`src/rtl/fetch_unit.sv`:
```
// fetch_unit: PC, memory address drive, and a one-entry skid buffer in front of decode
module fetch_unit #(
  parameter int DATA_W = 16,
  parameter logic [DATA_W-1:0] RESET_PC = '0,
  parameter logic [DATA_W-1:0] HALT_OPCODE = '1
) (
  input  logic              clk,
  input  logic              reset,
  output logic [DATA_W-1:0] mem_addr,
  input  logic [DATA_W-1:0] mem_data,
  input  logic              stall,
  input  logic              redirect,
  input  logic [DATA_W-1:0] redirect_target,
  output logic [DATA_W-1:0] instr,
  output logic [DATA_W-1:0] instr_pc,
  output logic              instr_valid,
  output logic              halted
);
  typedef enum logic {RUN, HALTED} state_t;
  state_t state;
  logic [DATA_W-1:0] pc, req_pc, skid_instr, skid_pc;
  logic req_valid, skid_valid, halt_hit;
  assign halt_hit = req_valid && mem_data == HALT_OPCODE;
  assign mem_addr = redirect ? redirect_target : pc;
  // redirect beats stall beats normal flow; the in-flight word is parked in the skid while stalled
  always_ff @(posedge clk or posedge reset) begin
    if (reset) begin
      pc <= RESET_PC;
      req_valid <= 1'b0;
      req_pc <= '0;
      skid_valid <= 1'b0;
      skid_instr <= '0;
      skid_pc <= '0;
      instr <= '0;
      instr_pc <= '0;
      instr_valid <= 1'b0;
      state <= RUN;
      halted <= 1'b0;
    end else if (redirect) begin
      req_valid <= 1'b1;
      req_pc <= redirect_target;
      pc <= redirect_target + DATA_W'(1);
      skid_valid <= 1'b0;
      instr_valid <= 1'b0;
      state <= RUN;
      halted <= 1'b0;
    end else if (stall) begin
      req_valid <= 1'b0;
      if (req_valid && !skid_valid) begin
        skid_instr <= mem_data;
        skid_pc <= req_pc;
        skid_valid <= 1'b1;
      end
      if (halt_hit) begin
        state <= HALTED;
        halted <= 1'b1;
      end
    end else begin
      if (skid_valid) begin
        instr <= skid_instr;
        instr_pc <= skid_pc;
        instr_valid <= 1'b1;
        skid_valid <= 1'b0;
      end else if (req_valid) begin
        instr <= mem_data;
        instr_pc <= req_pc;
        instr_valid <= 1'b1;
      end else begin
        instr_valid <= 1'b0;
      end
      if (state == RUN && !halt_hit) begin
        req_valid <= 1'b1;
        req_pc <= pc;
        pc <= pc + DATA_W'(1);
      end else begin
        req_valid <= 1'b0;
      end
      if (halt_hit) begin
        state <= HALTED;
        halted <= 1'b1;
      end
    end
  end
endmodule

```
`config.mk`:
```
export PLATFORM = sky130hd
export DESIGN_NAME = fetch_unit
export DESIGN_NICKNAME = d
export VERILOG_FILES = /design/src/rtl/fetch_unit.sv
export SDC_FILE = /design/constraint.sdc
export NUM_CORES = 1
export LEC_CHECK = 0
export CORE_UTILIZATION = 25
export CTS_CLUSTER_SIZE = 24
export DETAILED_ROUTE_END_ITERATION = 7
export PLACE_DENSITY = 0.4
export SKIP_LAST_GASP = 1
export SLEW_MARGIN = 30
export SYNTH_ARGS = -nofsm -noshare
export SYNTH_HDL_FRONTEND = slang
export SYNTH_SLANG_ARGS = --single-unit
```
`constraint.sdc`:
```
create_clock -name clk -period 4.4 [get_ports clk]
set_clock_uncertainty 0.2 [all_clocks]
set_input_delay 0.88 -clock clk [delete_from_list [all_inputs] [get_ports clk]]
set_output_delay 0.88 -clock clk [all_outputs]
set_load 0.02 [all_outputs]
```
* Yosys cells after proc, flatten, opt, wreduce, memory -nomap -nowiden
Index checks and enable logic that the tools add are counted.
** Word-level totals
- Bits in registers :: 100
- Input port bits :: 36
- Latch bits :: 0
- Memories :: 0
- Logic and storage cells :: 52
- Output and inout bits :: 50
- Memory bits (read-only) :: 0
- Memory bits (writable) :: 0
** Cells by class
- Bitwise gates (word level) :: 3
- Eq/ne operators :: 3
- Shifts and indexed selects :: 0
- Divide/modulo/power cells :: 0
- Magnitude comparators :: 0
- Mux-type cells :: 23
- Add/subtract/negate cells :: 2
- Reductions and logical operators :: 11
- Multiply operators :: 0
** Operators with widths (count)
- 16-bit two-way mux :: 11
- 16-bit by 1-bit adder with 16-bit output, second input constant :: 2
- 16-bit == test, second input constant :: 1
- 1-bit two-way mux :: 12
- 3-bit AND reduction :: 2
- 2-bit nonzero test :: 3
- 1-bit logical AND :: 3
- 3-bit by 1-bit inequality test with 1-bit output, second input constant :: 1
- 1-bit NOT :: 3
- 1-bit zero test :: 2
- 2-bit by 1-bit inequality test with 1-bit output, second input constant :: 1
- 2-bit AND reduction :: 1

* Logic depth before layout (Yosys ltp)
- Word-level depth :: 7
- Depth in mapped cells :: 11
- Mapped depth without buffers :: 8

* Worst setup path before layout
No wires, ideal clock.
- Path kind :: input to register
- Start :: in redirect
- End :: reg pc[14]
- Setup slack :: 0.729 ns
- Path buffers :: 3
- Stages :: 10
- Required time :: 4.113 ns
- Data arrival time :: 3.385 ns
- Setup time :: 0.087 ns
- Path through :: buf_4 clkbuf_1 clkbuf_1 o21ai_0 ha_1 nand4b_1 a22oi_1 nand3_1 or4_1 o211ai_1
** Between the ends
- Longest elaborated chain between the ends :: 2
- Elaborated cells between the ends (all ways) :: 4
- Those cells by class :: 1 x eq/ne; 1 x mux; 2 x reduce/logical
** RTL lines
- start: declaration :: line 12 : input logic redirect,
- 2-bit by 1-bit inequality test with 1-bit output (no line) or 2-bit nonzero test (tied branches)
- 2-bit AND reduction (no line)
- end signal: assignment :: line 42 : pc <= redirect_target + DATA_W'(1);
- end signal: assignment :: line 74 : pc <= pc + DATA_W'(1);
- end: declaration :: line 21 : logic [DATA_W-1:0] pc, req_pc, skid_instr, skid_pc;
Several ways; a longest one is shown, not always the timed one.
A chain may end at the register's enable or synchronous reset.

* Worst setup path in the final report
- Start :: in redirect
- End :: out mem_addr[4]
** Between the ends
- Longest elaborated chain between the ends :: 1
** RTL lines
- 16-bit two-way mux :: line 24 : assign mem_addr = redirect ? redirect_target : pc;
- end: declaration :: line 9 : output logic [DATA_W-1:0] mem_addr,
Every way passes these cells.

==> results.py <==
metrics = {
    "timing": {
        "hold_viol": 0,
        "finalCriticalPeriod_ns": 3.68,
        "timing.slew.headroom_pct": 39.7,
        "max_freq_ghz": 0.272,
        "worst_slew_pin_slew_ns": 0.905,
        "slew_violations": 0,
        "fin_crit_sh_pct": 83.7,
        "hold-worst-slack_ns": 0.278,
        "rsz0062_at_grt": "no",
        "setup_ws_ns": 0.718,
        "fin_tns_setup_ns": 0,
        "setup_violations": 0,
    },
    "critical_path": {
        "crit_type": "input pin to output port",
        "crit_path_start_kind": "input pin",
        "worstPathArrival_ns": 2.60,
        "cpPeakStageDelay_ns": 0.68,
        "crit_slowest_cell": "buf_2",
        "endpoint_kind": "output port",
        "critical_path_peak_fanout": 53,
        "crit_path_cell_trace": "buf_2 > mux2_2 > clkdlybuf4s50_1",
        "crit_required_ns": 3.32,
    },
    "placed_design": {
        "place_ws_ns": 0.660,
        "dp_cells": 722,
        "gp_congestion": 0.776,
        "io_buffers": 85,
        "dpl.hpwl_mm": 8.73,
    },
    "global_route": {
        "grt_max_degree": 82,
        "track_usage_pct": 13.4,
        "grt_antenna_before_repair": 0,
        "grt_pass1_wl_mm": 20.1,
        "grt_pass1_vias": 3506,
        "gr-total-overflow": 0,
    },
    "synthesis": {
        "syn_avg_cell_area_um2": 11.5,
        "syn_inst": 417,
        "syn-num-nets": 454,
        "syn_area_um2": 4800,
        "synth_top_cell_by_area": "dfrtp_1",
        "ys_seq_elements": 100,
        "ys_seq_area_share_pct": 52.1,
        "async_reset_ff_share_pct": 100,
        "synth.distinct_cells": 52,
        "yosys.area.top_type_share_pct": 52.1,
        "yosys_warnings": 0,
        "synth-edff-count": 0,
        "synth-main-ff-cell": "dfrtp_1",
        "synthTopCellsByArea": "dfrtp_1, mux2_2, mux2i_1",
    },
    "clocking": {
        "root_buffer": "clkbuf_16",
        "hold_buffers": 0,
        "cts_resized": 0,
        "path_clk_slew_ns": 0.07,
        "cts_sinks": 100,
        "cts_tree": "built",
        "postCtsSetupBuffers": 0,
        "clockBufferDepth": 2,
        "cts_buffers": 9,
        "clock_latency_ns": 0.34,
        "h-tree-depth": 3,
    },
    "floorplanning": {
        "initial_utilization_pct": 25.6,
        "io_pins": 86,
        "rows": 50,
        "dieArea_um2": 19800,
        "core_um2": 18800,
        "die_x_um": 141,
        "die_h_um": 141,
    },
    "final_layout": {
        "stdcell_count": 738,
        "final_nets": 536,
        "final_cell_mix": "dfrtp_1, clkdlybuf4s50_1, nand2_1",
        "syn2layout_area_growth_pct": 30.0,
        "mostFrequentLayoutCell": "dfrtp_1",
        "drive_gt1_share_pct": 15.1,
        "antenna_cells": 0,
    },
    "detailed_routing": {
        "via_per_inst": 4.65,
        "wirelength_mm": 12.5,
        "wl_per_cell_um": 16.9,
        "drc": 0,
        "vias": 3429,
        "detailedRoute.firstPassIterationCount": 4,
        "detail-route-antenna-nets": 0,
        "dr.first_iter.drc_count": 116,
    },
    "job": {
        "maxCapViolations": 0,
    },
    "pwr": {
        "p_per_area_nw_per_um2": 438,
        "leakage_nw": 2.56,
        "ir_worst_vdd_uv": 170,
    },
    "hold_path": {
        "min-delay-path-class": "flip-flop to flip-flop",
    },
    "outcome": {
        "status": "completed",
    },
}
==> Yosys cell counts, types with 2 or more instances <==
cell type,number
a21oi_1,4
nand4_1,10
o21ai_0,36
nand3b_1,3
inv_1,5
nand3_1,10
mux2_1,18
nor4b_1,2
mux2_2,43
nor2_1,5
nand2b_1,2
or4_1,3
o21ai_1,2
nand4b_1,2
clkbuf_1,16
xnor2_1,6
buf_1,5
and2_1,2
o211ai_1,5
dfrtp_1,100
a21o_1,5
a22oi_1,2
buf_2,3
nor2b_1,4
xor2_1,11
mux2i_1,35
nand2_1,49
a211oi_1,3
a221o_1,2
and3_1,2
==> logic make-up after synthesis <==
family / after synthesis / synth area share [%]
multiplexers: 96 / 21.6
AO/OA/AOI/OAI: 69 / 8.94
flip-flops: 100 / 52.1
adder cells (fa/ha/maj): 1 / 0.261
AND/OR/NAND/NOR: 103 / 11.4
buffers and inverters: 31 / 2.58
XOR/XNOR: 17 / 3.10
==> sequential cells by signal, summed over array words and instances (netlist names) <==
signal	cells
skid_valid	1
instr_valid	1
instr	16
state	1
req_valid	1
instr_pc	16
skid_pc	16
req_pc	16
pc	16
skid_instr	16
==> power by group <==
group          leakage, nW  switching, W  internal (W)
sequential            1.21      0.000133       0.00111
combinational         1.21      0.000322      0.000350
clock                0.140      0.000358      0.000459
total                 2.56      0.000813       0.00192
==> path summary, 6_finish.rpt <==
kind,endpoint,slack [ns],from,cells after the start
max,mem_addr[4],0.72,redirect,3
max reg2reg,pc[14],1.82,pc[0],8
max in group asynchronous,req_pc[1],2.44,reset,3
min,instr[7],0.28,instr[7],2
min reg2reg,instr[7],0.28,instr[7],2
min in group asynchronous,skid_instr[1],0.87,reset,2
==> area by class of cell <==
cell class,instances,area (um2)
fill,1911,12500
sequential,100,2510
multi-input combinational,286,2180
timing repair buffer,96,941
tap,234,293
clock buffer,13,250
clock inverter,3,46.3
inverter,6,27.5
==> per-layer routing <==
| metal | GRT usage, % | up-vias | wire [um] |
|---|---|---|---|
| met3 | 3.46 | 5 | 492 |
| met4 | 2.80 | 0 | 93 |
| li1 | - | 1656 | - |
| met1 | 18.5 | 1692 | 6310 |
| met2 | 21.1 | 76 | 5580 |
| met5 | 0 | - | 0 |
==> through the flow <==
stage          cell area (um2)  power (W)  util [%]
2_1_floorplan             4800    0.00163         -
3_3_place_gp              5940    0.00194      31.7
3_5_place_dp              5950    0.00195      31.7
4_1_cts                   6240    0.00279      33.3
5_1_grt                   6240    0.00290      33.3
6_report                  6240    0.00273      33.3
==> critical path: cells and delay by family <==
kind,cells,cell delay (ns)
buf+inv,2,1.23
mux,1,0.47
(Power assumes the default switching activity.)
